$ cat src/rtl/arb_pkg.sv
// Shared types for the round-robin memory arbiter.
// Provides the FSM state enum and an index-width helper.
package arb_pkg;

   typedef enum logic {
      IDLE = 1'b0,
      OWN  = 1'b1
   } state_e;

   // Width of an index into n items; never below one bit.
   function automatic int idx_w(input int n);
      return (n > 1) ? $clog2(n) : 1;
   endfunction

endpackage

$ cat src/rtl/rr_picker.sv
// Rotating priority encoder: first set req bit at or after ptr, mod N.
// Ports: req (N), ptr (index) -> any (hit), idx (winner index).
module rr_picker
   import arb_pkg::*;
#(
   parameter int N  = 3,
   parameter int IW = idx_w(N)
) (
   input  logic [N-1:0]  req,
   input  logic [IW-1:0] ptr,
   output logic          any,
   output logic [IW-1:0] idx
);

   int          j;
   logic [IW-1:0] c;

   // Scan from the farthest offset down so the nearest hit wins.
   always_comb begin
      any = 1'b0;
      idx = '0;
      j   = 0;
      c   = '0;
      for (int k = N - 1; k >= 0; k--) begin
         j = (int'(ptr) + k) % N;
         c = IW'(j);
         if (req[c]) begin
            any = 1'b1;
            idx = c;
         end
      end
   end

endmodule

$ cat src/rtl/rr_mem_arbiter.sv
// Round-robin arbiter in front of a single-port word memory.
// Ports: per-channel req_valid/rw/addr/wdata in, req_ready/rsp_valid out,
// shared rsp_rdata, grant_id (owner) and busy (state OWN).
module rr_mem_arbiter
   import arb_pkg::*;
#(
   parameter int NUM_REQUESTERS = 3,
   parameter int DATA_WIDTH     = 4,
   parameter int DEPTH          = 16,
   parameter int MAX_BURST      = 2
) (
   input  logic                                       clk,
   input  logic                                       rst,
   input  logic [NUM_REQUESTERS-1:0]                  req_valid,
   input  logic [NUM_REQUESTERS-1:0]                  req_rw,
   input  logic [NUM_REQUESTERS*$clog2(DEPTH)-1:0]    req_addr,
   input  logic [NUM_REQUESTERS*DATA_WIDTH-1:0]       req_wdata,
   output logic [NUM_REQUESTERS-1:0]                  req_ready,
   output logic [NUM_REQUESTERS-1:0]                  rsp_valid,
   output logic [DATA_WIDTH-1:0]                      rsp_rdata,
   output logic [idx_w(NUM_REQUESTERS)-1:0]           grant_id,
   output logic                                       busy
);

   localparam int N  = NUM_REQUESTERS;
   localparam int DW = DATA_WIDTH;
   localparam int AW = $clog2(DEPTH);
   localparam int IW = idx_w(N);
   localparam int BW = idx_w(MAX_BURST);

   localparam logic [IW-1:0] LAST  = IW'(N - 1);
   localparam logic [BW-1:0] BLAST = BW'(MAX_BURST - 1);

   state_e          state_q;
   logic [IW-1:0]   owner_q;
   logic [IW-1:0]   rr_ptr_q;
   logic [BW-1:0]   beat_q;
   logic [N-1:0]    rsp_valid_q;
   logic [DW-1:0]   rsp_rdata_q;
   logic [DW-1:0]   mem_q [DEPTH];

   logic            own;
   logic [N-1:0]    own_oh;
   logic            own_valid;
   logic            own_rd;
   logic            xfer;
   logic            rel;
   logic [AW-1:0]   own_addr;
   logic [DW-1:0]   own_wdata;
   logic [IW-1:0]   nxt_owner;
   logic [IW-1:0]   pick_ptr;
   logic            pick_any;
   logic [IW-1:0]   pick_idx;

   // Steer the owner's address and write data onto the memory port.
   always_comb begin
      own_addr  = '0;
      own_wdata = '0;
      for (int i = 0; i < N; i++) begin
         if (owner_q == IW'(i)) begin
            own_addr  = req_addr[i*AW +: AW];
            own_wdata = req_wdata[i*DW +: DW];
         end
      end
   end

   assign own       = (state_q == OWN);
   assign own_oh    = N'(1) << owner_q;
   assign own_valid = req_valid[owner_q];
   assign own_rd    = req_rw[owner_q];
   assign xfer      = own & own_valid;
   assign nxt_owner = (owner_q == LAST) ? '0 : owner_q + 1'b1;

   // Release on a dropped valid or on the last beat of a burst.
   assign rel = own & (~own_valid | (beat_q == BLAST));

   // On release the old owner becomes lowest priority immediately.
   assign pick_ptr = rel ? nxt_owner : rr_ptr_q;

   rr_picker #(
      .N  (N),
      .IW (IW)
   ) u_pick (
      .req (req_valid),
      .ptr (pick_ptr),
      .any (pick_any),
      .idx (pick_idx)
   );

   always_ff @(posedge clk or negedge rst) begin
      if (!rst) begin
         state_q  <= IDLE;
         owner_q  <= '0;
         rr_ptr_q <= '0;
         beat_q   <= '0;
      end else begin
         unique case (state_q)
            IDLE: begin
               if (pick_any) begin
                  owner_q <= pick_idx;
                  beat_q  <= '0;
                  state_q <= OWN;
               end
            end
            OWN: begin
               if (rel) begin
                  rr_ptr_q <= nxt_owner;
                  beat_q   <= '0;
                  if (pick_any) begin
                     owner_q <= pick_idx;
                  end else begin
                     state_q <= IDLE;
                  end
               end else if (xfer) begin
                  beat_q <= beat_q + 1'b1;
               end
            end
         endcase
      end
   end

   always_ff @(posedge clk or negedge rst) begin
      if (!rst) begin
         rsp_valid_q <= '0;
         rsp_rdata_q <= '0;
      end else begin
         rsp_valid_q <= (xfer & own_rd) ? own_oh : '0;
         if (xfer & own_rd) begin
            rsp_rdata_q <= mem_q[own_addr];
         end
      end
   end

   // Storage is deliberately left unreset.
   always_ff @(posedge clk) begin
      if (xfer & ~own_rd) begin
         mem_q[own_addr] <= own_wdata;
      end
   end

   assign req_ready = own ? own_oh : '0;
   assign rsp_valid = rsp_valid_q;
   assign rsp_rdata = rsp_rdata_q;
   assign grant_id  = owner_q;
   assign busy      = own;

endmodule

$ cat config.mk
export PLATFORM = sky130hd
export DESIGN_NAME = rr_mem_arbiter
export DESIGN_NICKNAME = d
export VERILOG_FILES = /design/src/rtl/arb_pkg.sv /design/src/rtl/rr_picker.sv /design/src/rtl/rr_mem_arbiter.sv
export SDC_FILE = /design/constraint.sdc
export NUM_CORES = 1
export LEC_CHECK = 0
export CAP_MARGIN = 20
export CORE_MARGIN = 2
export CORE_UTILIZATION = 45
export DETAILED_ROUTE_END_ITERATION = 12
export MAX_ROUTING_LAYER = met4
export PLACE_DENSITY = 0.78
export SLEW_MARGIN = 25
export SYNTH_ARGS = -nofsm -noshare
export SYNTH_HDL_FRONTEND = slang
export SYNTH_SLANG_ARGS = --single-unit
export TNS_END_PERCENT = 50
$ cat constraint.sdc
create_clock -name clk -period 3.49 [get_ports clk]
set_input_delay 0.5235 -clock clk [delete_from_list [all_inputs] [get_ports clk]]
set_output_delay 0.5235 -clock clk [all_outputs]
set_load 0.1 [all_outputs]
; Yosys cells after proc, flatten, opt, wreduce, memory -nomap -nowiden
; Memory sizes are Yosys's and may differ from the RTL's. A register that Yosys moved wholly into a read port is not among the register bits.
; Index checks and enable logic that the tools add are counted.
[op_classes]
mux = 38
n_bitwise = 8
n_eq_ne = 5
shifts = 1
n_lt_le_gt_ge = 4
add_sub_neg = 4
div_mod_pow = 3
n_reduce_logical = 3
[ops]
columns = cell, n
row1 = "remainder unit 32 x 3 -> 32 bit, second input constant", 2
row2 = "remainder unit 3 x 3 -> 32 bit, second input constant", 1
row3 = two-way mux 4 bit, 6
row4 = two-way mux 1 bit, 15
row5 = two-way mux 2 bit, 7
row6 = "less-than comparator 2 x 3 -> 1 bit, second input constant", 4
row7 = binary-select mux 1 bit (select 2 bit), 5
row8 = two-way mux 3 bit, 2
row9 = bitwise AND 1 bit, 4
row10 = one-hot mux 1 bit (2 select lines), 2
row11 = one-hot mux 2 bit (2 select lines), 1
row12 = "adder 2 x 1 -> 3 bit, second input constant", 1
row13 = "adder 2 x 2 -> 3 bit, second input constant", 1
row14 = "!= test 3 x 1 -> 1 bit, second input constant", 1
row15 = inverter 1 bit, 3
row16 = "<< shifter 1 x 2 -> 3 bit, first input constant", 1
row17 = "adder 2 x 1 -> 2 bit, second input constant", 1
row18 = "equality test 2 x 1 -> 1 bit, second input constant", 1
row19 = "equality test 2 bit, second input constant", 1
row20 = logical NOT 2 bit, 1
row21 = "!= test 2 x 1 -> 1 bit, second input constant", 1
row22 = "!= test 2 bit, second input constant", 1
row23 = AND reduction 2 bit, 1
row24 = "adder 1 bit, second input constant", 1
row25 = 2 further kinds, 2
[totals]
regBits = 9
output_inout_bits = 13
memories = 1
ramBits = 64
[mem_list]
columns = name, depth, word_bits, rd, rd_clocked_by_memory_dff, wr, line
row1 = mem_q, 16, 4, 1, 1, 1, rr_mem_arbiter.sv:40  ; logic [DW-1:0] mem_q [DEPTH];

; Depth between registers and ports, before layout
; Gate-level depths: netlist of the first run.
[logic_depth]
ltp_word = 16
depth_mapped = 12

; By module
; Synthesis of the first run repeated with hierarchy kept, for this count alone.
[unflattened]
cells_unflattened = 296
area_unflattened_um2 = 3677.3
[modules_own_cells]
columns = module, area_each_um2, seq_area_each_um2, cells_each, n_inst
row1 = rr_mem_arbiter, 3485.8, 2247.2, 269, 1
row2 = rr_picker, 191.4, 0.0, 27, 1

; Least setup slack after synthesis of the first run
; No wires, ideal clock.
[synth_path]
path_type = flip-flop to output port
from = register owner_q[1], in the netlist grant_id[1]
to = output port req_ready[2]
arrival_ps = 3876
setup_slack_ps = -910
path_buffers = 2
stages_incl_launch_ff = 4
cell_sequence = dfrtp_1 > buf_4 > buf_1 > nor3b_1
[synth_between]
elab_chain_cells = 2
[synth_rtl]
columns = element, line
row1 = start: declaration, rr_mem_arbiter.sv:35  ; logic [IW-1:0] owner_q;
row2 = start signal: assignment, rr_mem_arbiter.sv:100  ; owner_q <= pick_idx;
row3 = start signal: assignment, rr_mem_arbiter.sv:110  ; owner_q <= pick_idx;
row4 = << shifter 1 x 2 -> 3 bit, rr_mem_arbiter.sv:68  ; assign own_oh = N'(1) << owner_q;
row5 = two-way mux 3 bit, rr_mem_arbiter.sv:141  ; assign req_ready = own ? own_oh : '0;
row6 = end: declaration, rr_mem_arbiter.sv:18  ; output logic [NUM_REQUESTERS-1:0] req_ready,
; No other way between the ends.

; Worst setup path after layout of the first run
[layout_path]
from = input port req_valid[2]
to = register owner_q[1], in the netlist grant_id[1]
[layout_between]
elab_chain_cells = 16
[layout_rtl]
columns = element, line
row1 = start: declaration, rr_mem_arbiter.sv:14  ; input logic [NUM_REQUESTERS-1:0] req_valid,
row2 = binary-select mux 1 bit (select 2 bit), rr_mem_arbiter.sv:69  ; assign own_valid = req_valid[owner_q];
row3 = two-way mux 1 bit (implied by the code), rr_mem_arbiter.sv:69
row4 = inverter 1 bit, rr_mem_arbiter.sv:75  ; assign rel = own & (~own_valid | (beat_q == BLAST));
row5 = bitwise OR 1 bit, rr_mem_arbiter.sv:75
row6 = bitwise AND 1 bit, rr_mem_arbiter.sv:75
row7 = two-way mux 2 bit, n/a
row8 = adder 2 x 2 -> 3 bit, rr_picker.sv:25  ; j = (int'(ptr) + k) % N;
row9 = remainder unit 32 x 3 -> 32 bit, rr_picker.sv:25
row10 = binary-select mux 1 bit (select 2 bit), rr_picker.sv:27  ; if (req[c]) begin
row11 = two-way mux 1 bit (implied by the code), rr_picker.sv:27
row12 = two-way mux 2 bit / two-way mux 1 bit (equally long branches) (3 in series), rr_picker.sv:27
row13 = two-way mux 2 bit, "rr_mem_arbiter.sv:99, rr_mem_arbiter.sv:109"
row14 = two-way mux 2 bit, rr_mem_arbiter.sv:106  ; if (rel) begin
row15 = one-hot mux 2 bit (2 select lines), rr_mem_arbiter.sv:97  ; unique case (state_q)
; Several ways; a longest one is shown, not always the timed one. The select of a mux whose other input is x is not followed.
; A chain may end at the register's enable or synchronous reset.

==> reports/results.tsv, run 1 <==
metric	value	unit
outcome	complete, no violations	
r2r_end	rsp_rdata[3]$_DFFE_PN0P_	
worstHoldStart	rr_ptr_q[1]$_DFFE_PN0P_	
syn_to_final_growth	20.29	%
wl_per_cell	17.76	µm
start_kind	input port	
p_total	4038	µW
end_kind	flip-flop	
ant_nets	0	
die_w	96.39	µm
netlist_area	3841	µm²
crit_fanout	7	
rsz0062_at_grt	no	
via_per_inst	5.788	
final_cell_mix	64 x edfxtp_1, 39 x clkdlybuf4s50_1, 38 x nand2_1, 27 x mux2i_1, 26 x nor2_1	
synth-edff-count	64	
synth_cells	320	
setup_viol	0	
avgSynthCellArea	12.00	µm²
post-route-util	55.95	%
post-route-min-period	2.995	ns
worst_pin_slew	0.9763	ns
ys_seq_elements	77	
first_pass_iters	5	
hold_violations	0	
ys_seq_area_share	58.50	%
fp.dieH	96.39	µm
syn_nets	354	
cts_buffer_depth	2	
final_nets	406	
worst-r2r-cell-count	6	
grt_max_degree	34	
cp.arrival	3.22	ns
pin_count	45	
drive_above_1_share	13.79	%
ff_latch_area	2247	µm²
hp-class	reg2reg	
yosys_warnings	0	
rows	33	
multi_input_area	1494	µm²
htreeDepth	3	
p_leak	0.001631	µW
grt_usage	20.36	%
cts_buffers	9	
drv_cap	0	
core	8258	µm²
dp.cells	466	
slew_headroom	34.71	%
clock.fmax	333.8	MHz
dpl-instance-area	4459	µm²
io_buffers	44	
wl	8.561	mm
vias	2790	
post-route-period-util	85.83	%
layout_commonest_cell	edfxtp_1	
r2r-start	grant_id[0]$_DFFE_PN0P_	
cp.required	3.72	ns
fillers	704	
holdWs	0.5521	ns
finalMaxSlewViolations	0	
cts_root_buf	clkbuf_8	
grt_pass1_wl	13.61	mm
ys_types	50	
insertion_delay	0.34	ns
place.gp.congestion	0.8990	
fp.dieArea	9291	µm²
drc	0	
post_cts_resized	0	
ir_worst_vdd	506.0	µV
antenna_cells	0	
cts_tree	built	
cts_setup_buffers	0	
start_util	46.52	%
min_to	rr_ptr_q[1]$_DFFE_PN0P_	
dp_hpwl	6.044	mm
p_per_area	873.9	nW/µm²
fin_area	4621	µm²
r2r_slack	0.62	ns
grt_antenna_before_repair	0	
drt-initial-drc-count	145	
cts.sinks	77	
stdcell_count	482	
grt_pass1_vias	2735	
ys.flop_type	edfxtp_1	
min_path_cells	2	
clk_pin_slew_worst_paths	0.07	ns
synth-async-reset-ratio	16.88	%
grt-ovfl-total	0	
hold_buffers	0	
setup.worst_path.class	in2reg	
skew	0.008742	ns
## Yosys cell counts (all sizes together), types with 3 or more instances
master / n / share of area, %
a211oi: 5 / 1.1
a21boi: 3 / 0.59
a21oi: 16 / 2.1
a221oi: 9 / 2.1
a2bb2oi: 5 / 1.1
a31oi: 4 / 0.65
a32oi: 3 / 0.68
and3: 4 / 0.78
buf: 14 / 2.1
clkbuf: 6 / 0.62
dfrtp: 13 / 8.5
edfxtp: 64 / 50
inv: 5 / 0.49
mux2: 6 / 1.8
mux2i: 29 / 7.7
nand2: 38 / 3.7
nand2b: 3 / 0.49
nand3: 8 / 1.0
nor2: 26 / 2.5
nor2b: 5 / 0.81
nor3: 5 / 0.65
o21ai: 15 / 2.0
o221ai: 3 / 0.68
o2bb2ai: 4 / 0.91
## cell families after synthesis
family / share of synthesized area [%]
flip-flops: 58.50
AO/OA/AOI/OAI: 15.54
buffers and inverters: 3.192
adder cells (fa/ha/maj): 0.6514
AND/OR/NAND/NOR: 12.70
multiplexers: 9.414
## state kept, by name, indices dropped and copies added (netlist names)
signal,count
beat_q,1
grant_id,2
rsp_rdata,4
mem_q,64
rsp_valid,3
busy,1
rr_ptr_q,2
## layout make-up
class                      instances  share of cell area, %
timing repair buffer              61                  12.29
multi-input combinational        218                  32.33
tap                              105                  2.843
sequential                        77                  48.63
inverter                           5                 0.4062
clock inverter                     5                 0.6499
clock buffer                      11                  2.843
## routing by layer
| layer | GRT usage, % | vias up | wire [µm] |
|---|---|---|---|
| li1 | - | 1334 | - |
| met1 | 24.46 | 1332 | 3641 |
| met2 | 34.26 | 106 | 4261 |
| met3 | 3.336 | 18 | 460 |
| met4 | 8.568 | 0 | 198 |
| met5 | - | - | 0 |
## where the power goes
group          internal (µW)  switching, µW
sequential              1190           73.3
combinational            776           1440
clock                    254            305
total                   2220           1820
## per-stage QoR
stage,setup WS (ns),setup TNS [ns]
global placement,0.3303,0
CTS,0.5154,0
floorplan,-0.1500,-0.3000
finish,0.4946,0
global route,0.3055,0
detailed placement,0.1534,0
## critical path, cell delays in order
cell and delay [ns]:
clkdlybuf4s50_1 0.49, mux2i_2 0.11, o311ai_4 0.37, nand2_1 0.16, o31ai_1 0.13, ha_1 0.33, mux2i_1 0.22, o2bb2ai_1 0.14
o41ai_4 0.37, mux2_2 0.37
## worst max-delay path by stage
stage                     cells after the start                     from                 endpoint  slack [ns]
final                                        10             req_valid[2]  grant_id[1]$_DFFE_PN0P_        0.49
after floorplan                              10  grant_id[0]$_DFFE_PN0P_  grant_id[0]$_DFFE_PN0P_       -0.15
after CTS                                    10             req_valid[2]  grant_id[1]$_DFFE_PN0P_        0.52
after global routing                         10             req_valid[2]  grant_id[1]$_DFFE_PN0P_        0.31
after detailed placement                     10             req_valid[2]  grant_id[1]$_DFFE_PN0P_        0.15
after global placement                       10             req_valid[0]  grant_id[0]$_DFFE_PN0P_        0.33
Note: power is estimated with default switching activity, not from simulation.
==> run 2: changes to the inputs <==
- ABC_AREA: unset -> 0
==> results of run 2 <==
Final layout, timing and power as in run 1 (identical DEF).
==> run 3: changes to the inputs <==
- CORE_ASPECT_RATIO: unset -> 1.75
- clock period: 3.49 -> 2.89 ns (I/O delays scaled with it)
==> run 3 against run 2 <==
Net effect: non-clock buffer count grew 33; critical path depth grew 1; worst hold slack lost 0.043 ns; cell count grew 8.9%; clock-buffer cell count grew 1; clock power grew 93%; total power grew 42%; highest routed layer unchanged.
==> reports/results.tsv, run 3 (synthesized netlist as in run 1, its figures left out) <==
metric	value	unit	change
dp_hpwl	7.649	mm	+27%
holdWs	0.5094	ns	-0.04275 ns
start_kind	input port		
outcome	complete, no violations		
grt_antenna_before_repair	0		unchanged
pin_count	45		unchanged
multi_input_area	1577	µm²	+5.5%
stdcell_count	525		+8.9%
hold_violations	0		unchanged
timing.setup.tns	0	ns	unchanged
setup_viol	0		unchanged
vias	2988		+7.1%
cts.sinks	77		unchanged
crit_fanout	5		-2
via_per_inst	5.691		-1.7%
slew_headroom	54.25	%	+20 points
path_cells	clkdlybuf4s50_1 > mux2i_4 > o311ai_4 > buf_4 > o31ai_4 > ha_4 > inv_2 > a22oi_2 > mux2i_2 > o41ai_4 > mux2_4		
regMostFlops	mem_q		
clock.fmax	352.0	MHz	
cp.required	3.11	ns	-0.61 ns
rows	44		+33%
grt-ovfl-total	0		unchanged
start_util	46.21	%	-0.31 points
grt_pass1_wl	15.61	mm	+15%
io_buffers	44		unchanged
drv_cap	0		unchanged
drive_above_1_share	25.37	%	+12 points
final_cell_mix	64 x edfxtp_1, 62 x buf_4, 38 x nand2_1, 31 x clkdlybuf4s50_1		
post-route-period-util	98.31	%	
core	8313	µm²	+0.67%
rsz0062_at_grt	yes		
end_kind	flip-flop		
critPathTopFamily	compound AO/OA/AOI/OAI gates		
cts_root_buf	clkbuf_16		
worst_pin_slew	0.6841	ns	-0.2922 ns
p_leak	0.001885	µW	+16%
setup.worst_path.class	in2reg		
post-route-min-period	2.841	ns	
cts_buffers	9		unchanged
cts_buffer_depth	2		unchanged
final_nets	439		+8.1%
syn_to_final_growth	32.44	%	
layout_commonest_cell	edfxtp_1		
post-route-util	61.20	%	+5.2 points
dp.cells	507		+8.8%
critical_path.max_stage_delay	0.53	ns	+0.04 ns
fp.dieH	126.2	µm	+31%
cp.arrival	3.06	ns	-0.16 ns
fp.dieArea	9320	µm²	+0.31%
layout_setup_ws	0.04889	ns	-0.4457 ns
drc	0		unchanged
ant_nets	0		unchanged
grt_pass1_vias	3132		+15%
finalMaxSlewViolations	0		unchanged
skew	0.009278	ns	+0.0005362 ns
first_pass_iters	5		unchanged
drt-initial-drc-count	155		+6.9%
insertion_delay	0.34	ns	about the same
pre_cts_slack	-0.2786	ns	-0.4320 ns
antenna_cells	0		unchanged
wl	10.20	mm	+19%
clk_pin_slew_worst_paths	0.06	ns	about the same
cts_tree	built		
grt_usage	23.63	%	+3.3 points
crit_buf_inv	3		+2
hp-class	in2async		
ir_worst_vdd	828.1	µV	+64%
wl_per_cell	19.43	µm	+9.4%
place.gp.congestion	0.9115		+1.4%
htreeDepth	3		unchanged
largest_register_ff_count	64		unchanged
grt_max_degree	28		-18%
fillers	673		-4.4%
p_per_area	1130	nW/µm²	+29%
ff_latch_area	2256	µm²	+0.39%
cp_slowest_cell	clkdlybuf4s50_1		
die_w	73.84	µm	-23%
[run 3: final timing paths]
path,slack (ns),depth (start not counted),to,startpoint
max reg2reg,0.05,10,grant_id[1]$_DFFE_PN0P_,grant_id[1]$_DFFE_PN0P_
min reg2reg,0.59,2,rsp_rdata[0]$_DFFE_PN0P_,rsp_rdata[0]$_DFFE_PN0P_
min,0.51,1,rr_ptr_q[1]$_DFFE_PN0P_,rst
max in group asynchronous,1.88,1,grant_id[1]$_DFFE_PN0P_,rst
max,0.05,11,grant_id[1]$_DFFE_PN0P_,req_valid[0]
min in group clk,0.59,2,rsp_rdata[0]$_DFFE_PN0P_,rsp_rdata[0]$_DFFE_PN0P_
[run 3: final cells by class]
class | count | share of cell area [%]
Clock inverter | 4 | 0.5657
Inverter | 5 | 0.3689
Multi-Input combinational cell | 218 | 30.99
Clock buffer | 12 | 5.263
Sequential cell | 77 | 44.34
Tap cell | 115 | 2.828
Timing Repair Buffer | 94 | 15.64
[run 3: power breakdown]
part,switching [µW],internal (µW)
registers,96.4,1450
clock network,420,658
logic,1900,1220
total,2420,3330
[run 3: through the flow]
stage	total power [µW]	cell area, µm²
after detailed placement	4542	4732
final	5748	5087
after global routing	6035	5087
after global placement	4479	4732
after CTS	5622	5029
after floorplan	3631	3918
[run 3: worst reg2reg max path: cells and delay by family, from the launching register on]
family | cells | cell delay (ns)
flops | 1 | 0.52
fa+ha+maj | 1 | 0.29
buf+inv | 2 | 0.23
compound gates | 4 | 1.03
mux | 3 | 0.66
[run 3: per-layer routing]
metal	up-vias	routed length (µm)	track usage, %
met5	-	0	-
met4	0	517	14.44
met3	37	493	4.800
met2	120	5652	40.65
met1	1433	3537	23.47
li1	1398	-	-
[run 3: what timing repair did]
| action | in CTS | in global routing |
|---|---|---|
| hold buffers | 0 | 0 |
| setup buffers | 0 | 2 |
| gates resized for setup | 0 | 7 |
| setup endpoints to repair | 0 | 3 |
